--- src/rtl/vga_timing_pkg.sv ---
// ----------------------------------------------------------------------------
// vga_timing_pkg
// Purpose : Shared timing constants for the standard 640x480@60 VGA mode and
//           a helper that sums the four segments of a line or frame into its
//           total length. Imported by the timing generator so its parameter
//           defaults and derived totals come from one place.
// Contents: VGA_* segment widths, pipeline/counter defaults, vga_total().
// ----------------------------------------------------------------------------
package vga_timing_pkg;

    // Horizontal segments, in pixels
    localparam int VGA_H_ACTIVE = 640;
    localparam int VGA_H_FP     = 16;
    localparam int VGA_H_SYNC   = 96;
    localparam int VGA_H_BP     = 48;

    // Vertical segments, in lines
    localparam int VGA_V_ACTIVE = 480;
    localparam int VGA_V_FP     = 10;
    localparam int VGA_V_SYNC   = 2;
    localparam int VGA_V_BP     = 33;

    // Output latency in enabled cycles and coordinate counter width
    localparam int VGA_PIPE_DEFAULT = 2;
    localparam int VGA_CW_DEFAULT   = 10;

    // Sums the visible region and the three blanking segments into the
    // total number of pixels per line (or lines per frame).
    function automatic int vga_total(input int active, input int fp,
                                     input int sync, input int bp);
        return active + fp + sync + bp;
    endfunction

    localparam int VGA_H_TOTAL = vga_total(VGA_H_ACTIVE, VGA_H_FP, VGA_H_SYNC, VGA_H_BP);
    localparam int VGA_V_TOTAL = vga_total(VGA_V_ACTIVE, VGA_V_FP, VGA_V_SYNC, VGA_V_BP);

endpackage

--- src/rtl/vga_pipe_delay.sv ---
// ----------------------------------------------------------------------------
// vga_pipe_delay
// Purpose : WIDTH-bit wide, DEPTH-stage shift register that advances only on
//           clock-enable cycles. A synchronous reset loads every stage with a
//           caller-supplied idle word, so the output is well defined during
//           the first DEPTH enabled cycles after reset.
// Ports   : i_clk      - clock
//           i_rst      - synchronous active-high reset (wins over i_ce)
//           i_ce       - shift enable
//           i_data     - word entering stage 0
//           i_rst_val  - word loaded into every stage on reset
//           o_data     - word leaving the last stage
// ----------------------------------------------------------------------------
module vga_pipe_delay #(
    parameter int WIDTH = 8,
    parameter int DEPTH = 2
) (
    input  logic             i_clk,
    input  logic             i_rst,
    input  logic             i_ce,
    input  logic [WIDTH-1:0] i_data,
    input  logic [WIDTH-1:0] i_rst_val,
    output logic [WIDTH-1:0] o_data
);

    logic [WIDTH-1:0] r_stage [DEPTH];

    // Reset flushes the whole chain with the idle word so nothing captured
    // before reset can leak out afterwards. Otherwise the chain only moves
    // on enabled cycles, which keeps the latency counted in pixels rather
    // than in clocks.
    always_ff @(posedge i_clk) begin
        if (i_rst) begin
            for (int i = 0; i < DEPTH; i++) begin
                r_stage[i] <= i_rst_val;
            end
        end else if (i_ce) begin
            r_stage[0] <= i_data;
            for (int i = 1; i < DEPTH; i++) begin
                r_stage[i] <= r_stage[i-1];
            end
        end
    end

    assign o_data = r_stage[DEPTH-1];

endmodule

--- src/rtl/vga_timing_gen.sv ---
// ----------------------------------------------------------------------------
// vga_timing_gen
// Purpose : Generates VGA horizontal/vertical sync, the visible-region flag,
//           pixel coordinates and line/frame start strobes from a column and
//           a row counter that advance on a pixel clock enable. All outputs
//           leave through the same PIPE-stage delay so they stay aligned.
// Ports   : CLK          - clock
//           RST          - synchronous active-high reset
//           CE           - pixel clock enable
//           H_Sync       - horizontal sync, asserted level = H_POL
//           V_Sync       - vertical sync, asserted level = V_POL
//           Active       - high inside the visible region
//           Col, Row     - coordinates of the pixel the other outputs describe
//           Line_Start   - high for the first pixel of every line
//           Frame_Start  - high for the first pixel of every frame
// Notes   : PIPE must be 1..4 and CW wide enough for the larger of the line
//           and frame totals. Strobes stay high while CE is low; consumers
//           qualify them with CE.
// ----------------------------------------------------------------------------
module vga_timing_gen
    import vga_timing_pkg::*;
#(
    parameter int   H_ACTIVE = VGA_H_ACTIVE,
    parameter int   H_FP     = VGA_H_FP,
    parameter int   H_SYNC   = VGA_H_SYNC,
    parameter int   H_BP     = VGA_H_BP,
    parameter int   V_ACTIVE = VGA_V_ACTIVE,
    parameter int   V_FP     = VGA_V_FP,
    parameter int   V_SYNC   = VGA_V_SYNC,
    parameter int   V_BP     = VGA_V_BP,
    parameter logic H_POL    = 1'b0,
    parameter logic V_POL    = 1'b0,
    parameter int   PIPE     = VGA_PIPE_DEFAULT,
    parameter int   CW       = VGA_CW_DEFAULT
) (
    input  logic          CLK,
    input  logic          RST,
    input  logic          CE,
    output logic          H_Sync,
    output logic          V_Sync,
    output logic          Active,
    output logic [CW-1:0] Col,
    output logic [CW-1:0] Row,
    output logic          Line_Start,
    output logic          Frame_Start
);

    localparam int H_TOTAL = vga_total(H_ACTIVE, H_FP, H_SYNC, H_BP);
    localparam int V_TOTAL = vga_total(V_ACTIVE, V_FP, V_SYNC, V_BP);

    localparam logic [CW-1:0] H_LAST       = CW'(H_TOTAL - 1);
    localparam logic [CW-1:0] V_LAST       = CW'(V_TOTAL - 1);
    localparam logic [CW-1:0] H_ACT_END    = CW'(H_ACTIVE);
    localparam logic [CW-1:0] V_ACT_END    = CW'(V_ACTIVE);
    localparam logic [CW-1:0] H_SYNC_FIRST = CW'(H_ACTIVE + H_FP);
    localparam logic [CW-1:0] H_SYNC_LAST  = CW'(H_ACTIVE + H_FP + H_SYNC - 1);
    localparam logic [CW-1:0] V_SYNC_FIRST = CW'(V_ACTIVE + V_FP);
    localparam logic [CW-1:0] V_SYNC_LAST  = CW'(V_ACTIVE + V_FP + V_SYNC - 1);

    // Packed word carried through the delay line:
    // {hsync, vsync, active, line_start, frame_start, col, row}
    localparam int PW = 5 + 2 * CW;

    logic [CW-1:0] r_col;
    logic [CW-1:0] r_row;

    logic          w_col_wrap;
    logic          w_row_wrap;
    logic          w_h_in_sync;
    logic          w_v_in_sync;
    logic          w_hsync_raw;
    logic          w_vsync_raw;
    logic          w_active_raw;
    logic          w_line_raw;
    logic          w_frame_raw;
    logic [PW-1:0] w_raw;
    logic [PW-1:0] w_idle;
    logic [PW-1:0] w_delayed;

    assign w_col_wrap = (r_col == H_LAST);
    assign w_row_wrap = (r_row == V_LAST);

    // Column runs every enabled cycle; the row only moves on the enabled
    // cycle where the column wraps, and wraps itself at the end of a frame.
    always_ff @(posedge CLK) begin
        if (RST) begin
            r_col <= '0;
            r_row <= '0;
        end else if (CE) begin
            if (w_col_wrap) begin
                r_col <= '0;
                r_row <= w_row_wrap ? '0 : r_row + 1'b1;
            end else begin
                r_col <= r_col + 1'b1;
            end
        end
    end

    // Raw decodes of the current counter position. Vertical sync depends on
    // the row alone, so it spans every column of the sync rows.
    assign w_h_in_sync  = (r_col >= H_SYNC_FIRST) && (r_col <= H_SYNC_LAST);
    assign w_v_in_sync  = (r_row >= V_SYNC_FIRST) && (r_row <= V_SYNC_LAST);
    assign w_hsync_raw  = w_h_in_sync ? H_POL : ~H_POL;
    assign w_vsync_raw  = w_v_in_sync ? V_POL : ~V_POL;
    assign w_active_raw = (r_col < H_ACT_END) && (r_row < V_ACT_END);
    assign w_line_raw   = (r_col == '0);
    assign w_frame_raw  = (r_col == '0) && (r_row == '0);

    assign w_raw  = {w_hsync_raw, w_vsync_raw, w_active_raw,
                     w_line_raw, w_frame_raw, r_col, r_row};

    // Idle word: syncs deasserted, no activity, no strobes, origin coords.
    assign w_idle = {~H_POL, ~V_POL, 1'b0, 1'b0, 1'b0, {CW{1'b0}}, {CW{1'b0}}};

    // Coordinates share the delay line with the decodes so every output
    // describes the same pixel.
    vga_pipe_delay #(
        .WIDTH (PW),
        .DEPTH (PIPE)
    ) u_pipe (
        .i_clk     (CLK),
        .i_rst     (RST),
        .i_ce      (CE),
        .i_data    (w_raw),
        .i_rst_val (w_idle),
        .o_data    (w_delayed)
    );

    assign {H_Sync, V_Sync, Active, Line_Start, Frame_Start, Col, Row} = w_delayed;

endmodule

--- config.mk ---
export PLATFORM = sky130hd
export DESIGN_NAME = vga_timing_gen
export DESIGN_NICKNAME = d
export VERILOG_FILES = /design/src/rtl/vga_timing_pkg.sv /design/src/rtl/vga_pipe_delay.sv /design/src/rtl/vga_timing_gen.sv
export SDC_FILE = /design/constraint.sdc
export NUM_CORES = 1
export LEC_CHECK = 0
export CAP_MARGIN = 40
export CORE_UTILIZATION = 50
export DETAILED_ROUTE_END_ITERATION = 7
export GPL_TIMING_DRIVEN = 0
export PLACE_DENSITY = 0.71
export SLEW_MARGIN = 20
export SYNTH_ARGS = -nofsm -noshare
export SYNTH_HDL_FRONTEND = slang
export SYNTH_HIERARCHICAL = 1
export SYNTH_SLANG_ARGS = --single-unit
--- constraint.sdc ---
create_clock -name CLK -period 4.1 [get_ports CLK]
set_input_delay 0.615 -clock CLK [delete_from_list [all_inputs] [get_ports CLK]]
set_output_delay 0.615 -clock CLK [all_outputs]
set_load 0.03 [all_outputs]
# [Word level (Yosys, flattened, before mapping)]
# Memory sizes are Yosys's and may differ from the RTL's.
# Index checks and enable logic that the tools add are counted.
[op_classes] addsub=2 n_mux=11 magnitude_cmp=6 shift=0 n_reduce_logical=7 div=0 multipliers=0 n_bitwise=2 n_eq_ne=2
[op_table] operator="25-bit two-way mux" n=2
[op_table] operator="10-bit by 1-bit adder with 10-bit output (second input constant)" n=2
[op_table] operator="10-bit == test (second input constant)" n=2
[op_table] operator="10-bit zero test" n=2
[op_table] operator="10-bit two-way mux" n=2
[op_table] operator="10-bit >= comparator (second input constant)" n=1
[op_table] operator="10-bit by 9-bit >= comparator with 1-bit output (second input constant)" n=1
[op_table] operator="10-bit <= comparator (second input constant)" n=1
[op_table] operator="10-bit by 9-bit <= comparator with 1-bit output (second input constant)" n=1
[op_table] operator="10-bit less-than comparator (second input constant)" n=1
[op_table] operator="10-bit by 9-bit less-than comparator with 1-bit output (second input constant)" n=1
[op_table] operator="1-bit two-way mux" n=7
[op_table] operator="1-bit logical AND" n=4
[op_table] operator="1-bit OR" n=2
[op_table] operator="2-bit AND reduction" n=1
[word_totals] latchBits=0 word_cells=33 output_inout_bits=25 inputBits=3 rom_bits=0 mem_bits_rw=50 ff_bits=20 memories=1
[memory_table] memory="u_pipe.r_stage" depth=2 width=25 read_ports=2 rd_ports_with_merged_regs=0 wr=2 line="vga_pipe_delay.sv:26" text="logic [WIDTH-1:0] r_stage [DEPTH];"

# [Logic depth before layout (Yosys ltp)]
# Gate-level depths: netlist of the first run.
[depth] word_depth=4 depth_mapped=7 depth_no_buf=6

# [Hierarchy]
# Netlist of the first run, hierarchy kept.
[by_module_without_submodules] mod="vga_pipe_delay" seq_area_each_um2=1501.4 area_each_um2=2434.8 n_inst=1 cells_per_inst=134
[by_module_without_submodules] mod="vga_timing_gen" seq_area_each_um2=400.4 area_each_um2=1118.6 n_inst=1 cells_per_inst=134

# [Least setup slack after synthesis of the first run]
# OpenSTA, ideal clock, no wires.
[synth_timing] path_type="in2reg" start="input CE" end="register r_row[9]" setup_slack_ps=2433 stages=5 arrival_time_ps=1597 required_ps=4030 n_path_buf=1 setup_ps=70 path_cell_list="and4_1 -> buf_4 -> nand4_1 -> or4_1 -> a21oi_1"
[synth_via] elab_chain_cells=1
[synth_rtl] element="from (decl)" line="vga_timing_gen.sv:38" text="input logic CE,"
[synth_rtl] element="2-bit AND reduction (no line)"
[synth_rtl] element="to (signal assigned)" line="vga_timing_gen.sv:92" text="r_row <= w_row_wrap ? '0 : r_row + 1'b1;"
[synth_rtl] element="to (decl)" line="vga_timing_gen.sv:65" text="logic [CW-1:0] r_row;"
# Every way passes these cells.
# A chain may end at the register's enable or synchronous reset.

# [Worst setup path after layout of the first run]
[layout_timing] start="input CE" end="register r_row[8]"
# The elaborated chain is that of the path after synthesis.

==> out/metrics.csv, run 1 <==
metric,value,unit
"Slowest-stage cell, CP",clkdlybuf4s50_1,
Final Cycle Share,51.4,%
first-pass GRT wire length,9.11,mm
Worst setup SP type,input port,
1st-iter DRT viols,63,
GPL Wtd Cong,0.854,
Final Skew,0.00752,ns
syn_area_per_cell,13.3,um^2
ys flop type,edfxtp_1,
Netlist Area Pre-Place,3550,um^2
initial antenna violation count,0,
total clock sinks,70,
Die ar.,7450,um^2
RSZ-0062 raised after global routing,no,
Leak,0.00176,uW
"top cells by count, synth","edfxtp_1 (50), mux2_2 (29), buf_4 (26), mux2_4 (21), dfxtp_1 (20)",
total power draw,1540,uW
vias per cell,4.62,
synthesized flop and latch total,70,
critical path data required time,4.38,ns
Root Buffer Master,clkbuf_8,
WL final,5.49,mm
"critical path fanouts, max",10,
post-cts resize count,0,
buffer and inverter count on the worst path,2,
Async SR Flop Fraction,0,%
Final min period,2.11,ns
Ports,28,
Yosys top cell by area,edfxtp_1,
Peak VDD IR,0.000154,V
Max-slew headroom,65.5,%
Adder-Cell Fraction of Synth Area,1.76,%
grt total ovfl,0,
clock latency on the worst-skew pair,0.35,ns
DP Cell Count,440,
GRT Total Usage,16.4,%
Cells after Synth,268,
area share of xor/xnor cells in the synthesized design,3.20,%
complex-gate fraction of the synthesized area,2.25,%
layout cell share with drive strength beyond 1,28.9,%
hold crit path type,register to register,
power density over cell area,357,nW/um^2
Die Height,86.3,um
critical path type,input port to register,
Initial Util,52.0,%
hpwl dp,3.79,mm
max cap viols,0,
TritonCTS Buffers,9,
largest net degree at the start of global routing,33,
CTS tree,done,
Max Clk Rate,0.474,GHz
CTS HTree Levels,3,
nets,363,
Post-synth EDFFs,50,
FP Rows,30,
combinational family with the most area after synthesis,multiplexers,
Fin. Hold Viols,0,
sum of negative setup slack,0,ns
Finished Layout Cells,456,
status,finished clean,
Simple-Gate Fraction of Synth Area,11.5,%
"Reg clk slew, reported paths",0.07,ns
Setup crit end kind,register,
Area growth syn-to-layout,21.1,%
number of buffers added on ports,27,
diodes inserted,0,
wire length per cell,12.0,um
Post-route DRC,0,
Final ANT Viol Nets,0,
Longest Clk Path Bufs,2,
post-synthesis sequential area ratio,53.5,%
drt pass-1 iters,4,
fin util,63.0,%
fill count,574,
"count leader, synth",edfxtp_1,
Setup-failing EPs final,0,
Yosys cell types,43,
hold_buf cts,0,
die span in x,86.3,um
"Slew Viols, Final",0,
cell family with most CP delay,simple AND/OR/NAND/NOR gates,
CORE AREA,6830,um^2
worst-path cell chain,clkdlybuf4s50_1 -> and4_1 -> buf_4 -> nand4_1 -> or4_1 -> a21oi_1,
mux share of post-synthesis cell area,18.3,%
"Arr. time, crit path",2.39,ns
Area contributors post-synth,"edfxtp_1 (42%), dfxtp_1 (11%), mux2_2 (9.2%), mux2_4 (8.9%), buf_4 (5.5%)",
Vias,2108,
top cell type's share of synthesized area,42.3,%
Post-CTS Setup Bufs,0,
Worst-Margin Slew,0.517,ns
number of global-route vias before repair,1962,
slowest cell delay on critical path,0.61,ns
Ys Warns,6,
-- stage by stage --
step / hold WS (ns) / cell area [um^2] / setup WS [ns]
4_1_cts: 0.533 / 4300 / 2.01
2_1_floorplan: 0.478 / 3730 / 2.43
5_1_grt: 0.554 / 4300 / 1.81
6_report: 0.535 / 4300 / 1.99
3_3_place_gp: 0.511 / 4120 / 1.41
3_5_place_dp: 0.522 / 4140 / 1.64
-- routing by layer --
layer	vias up	wire, um	global-route usage (%)
li1	1072	-	-
met3	11	186	4.57
met2	40	2570	25.9
met4	0	112	7.73
met5	-	0	0
met1	985	2620	20.9
-- placed cells by master (no fill, tap or decap), types with 4 or more instances in the layout --
| master | netlist | final |
|---|---|---|
| clkdlybuf4s50_1 | 0 | 27 |
| buf_6 | 5 | 5 |
| a21oi_1 | 4 | 4 |
| edfxtp_1 | 50 | 50 |
| clkbuf_1 | 2 | 5 |
| nand2_1 | 12 | 12 |
| mux2_4 | 21 | 21 |
| dfxtp_1 | 20 | 20 |
| o21ai_0 | 5 | 5 |
| mux2_2 | 29 | 29 |
| clkbuf_8 | 0 | 9 |
| ha_1 | 5 | 5 |
| nor3_1 | 4 | 4 |
| nor2_1 | 15 | 15 |
| nand3_1 | 5 | 5 |
| and3_1 | 4 | 4 |
| conb_1 | 2 | 50 |
| nand4_1 | 8 | 8 |
| inv_1 | 6 | 6 |
| xor2_1 | 11 | 11 |
| buf_4 | 26 | 26 |
-- worst min-delay path, stage by stage (launching register included) --
cell     delay [ns]
dfxtp_1        0.34
o21ai_0        0.08
a21oi_1        0.06
-- worst paths after layout --
check	start	end	slack [ns]	cells after the start
max	CE	r_row[8]$_SDFFE_PP0P_	1.99	6
min	r_row[8]$_SDFFE_PP0P_	r_row[8]$_SDFFE_PP0P_	0.54	2
max reg2reg	r_col[0]$_SDFFE_PP0P_	r_row[8]$_SDFFE_PP0P_	2.21	6
min reg2reg	r_row[8]$_SDFFE_PP0P_	r_row[8]$_SDFFE_PP0P_	0.54	2
-- cells by family (layout without fill, tap and decap cells) --
logic type,Yosys count,in the layout
adder cells (fa/ha/maj),5,5
buffers and inverters,42,86
AO/OA/AOI/OAI,13,13
multiplexers,51,51
XOR/XNOR,13,13
other,2,50
flip-flops,70,70
AND/OR/NAND/NOR,72,72
-- layout make-up --
class | count | area [um^2] | share of cell area [%]
Sequential cell | 70 | 1900 | 44.2
Multi-Input combinational cell | 204 | 1510 | 35.0
Buffer | 36 | 304 | 7.06
Timing Repair Buffer | 28 | 290 | 6.74
Clock buffer | 12 | 135 | 3.14
Tap cell | 96 | 120 | 2.79
Clock inverter | 4 | 25.0 | 0.581
Inverter | 6 | 22.5 | 0.523
-- registers in the layout (all words and copies together) (netlist names) --
register and cells:
r_row 10, r_col 10, u_pipe/r_stage 50
-- where the power goes --
part / switching (uW) / internal, uW
Combinational: 108 / 129
Sequential: 15.1 / 816
Clock: 254 / 218
Power figures use the tool's default switching activity.
==> run 2, diff against run 1 <==
==> constraint.sdc (replaced) <==
create_clock -name CLK -period 2.2 [get_ports CLK]
set_input_delay 0.33 -clock CLK [delete_from_list [all_inputs] [get_ports CLK]]
set_output_delay 0.33 -clock CLK [all_outputs]
set_load 0.03 [all_outputs]
==> results of run 2 <==
Same layout as run 1 (identical final DEF). Status: finished clean.
Main changes from that run: setup slack after placement 1.64 ns -> 0.0258 ns; setup slack after layout 1.99 ns -> 0.309 ns; start point of the critical path CE -> r_col[0]$_SDFFE_PP0P_; register-to-register setup slack 2.21 ns -> 0.31 ns; total power 1540 uW -> 2870 uW; worst IR drop on VDD 0.000154 V -> 0.000287 V
==> run 3, diff against run 2 <==
--- a/config.mk
+++ b/config.mk
@@ -10,7 +10,6 @@
 export DETAILED_ROUTE_END_ITERATION = 7
 export GPL_TIMING_DRIVEN = 0
 export PLACE_DENSITY = 0.71
-export SLEW_MARGIN = 20
 export SYNTH_ARGS = -nofsm -noshare
 export SYNTH_HDL_FRONTEND = slang
 export SYNTH_HIERARCHICAL = 1
==> results of run 3 <==
Same layout as run 1 (identical final DEF). Status: finished clean.
Main changes from that run: setup slack after placement 1.64 ns -> 0.0258 ns; setup slack after layout 1.99 ns -> 0.309 ns; start point of the critical path CE -> r_col[0]$_SDFFE_PP0P_; register-to-register setup slack 2.21 ns -> 0.31 ns; total power 1540 uW -> 2870 uW; worst IR drop on VDD 0.000154 V -> 0.000287 V
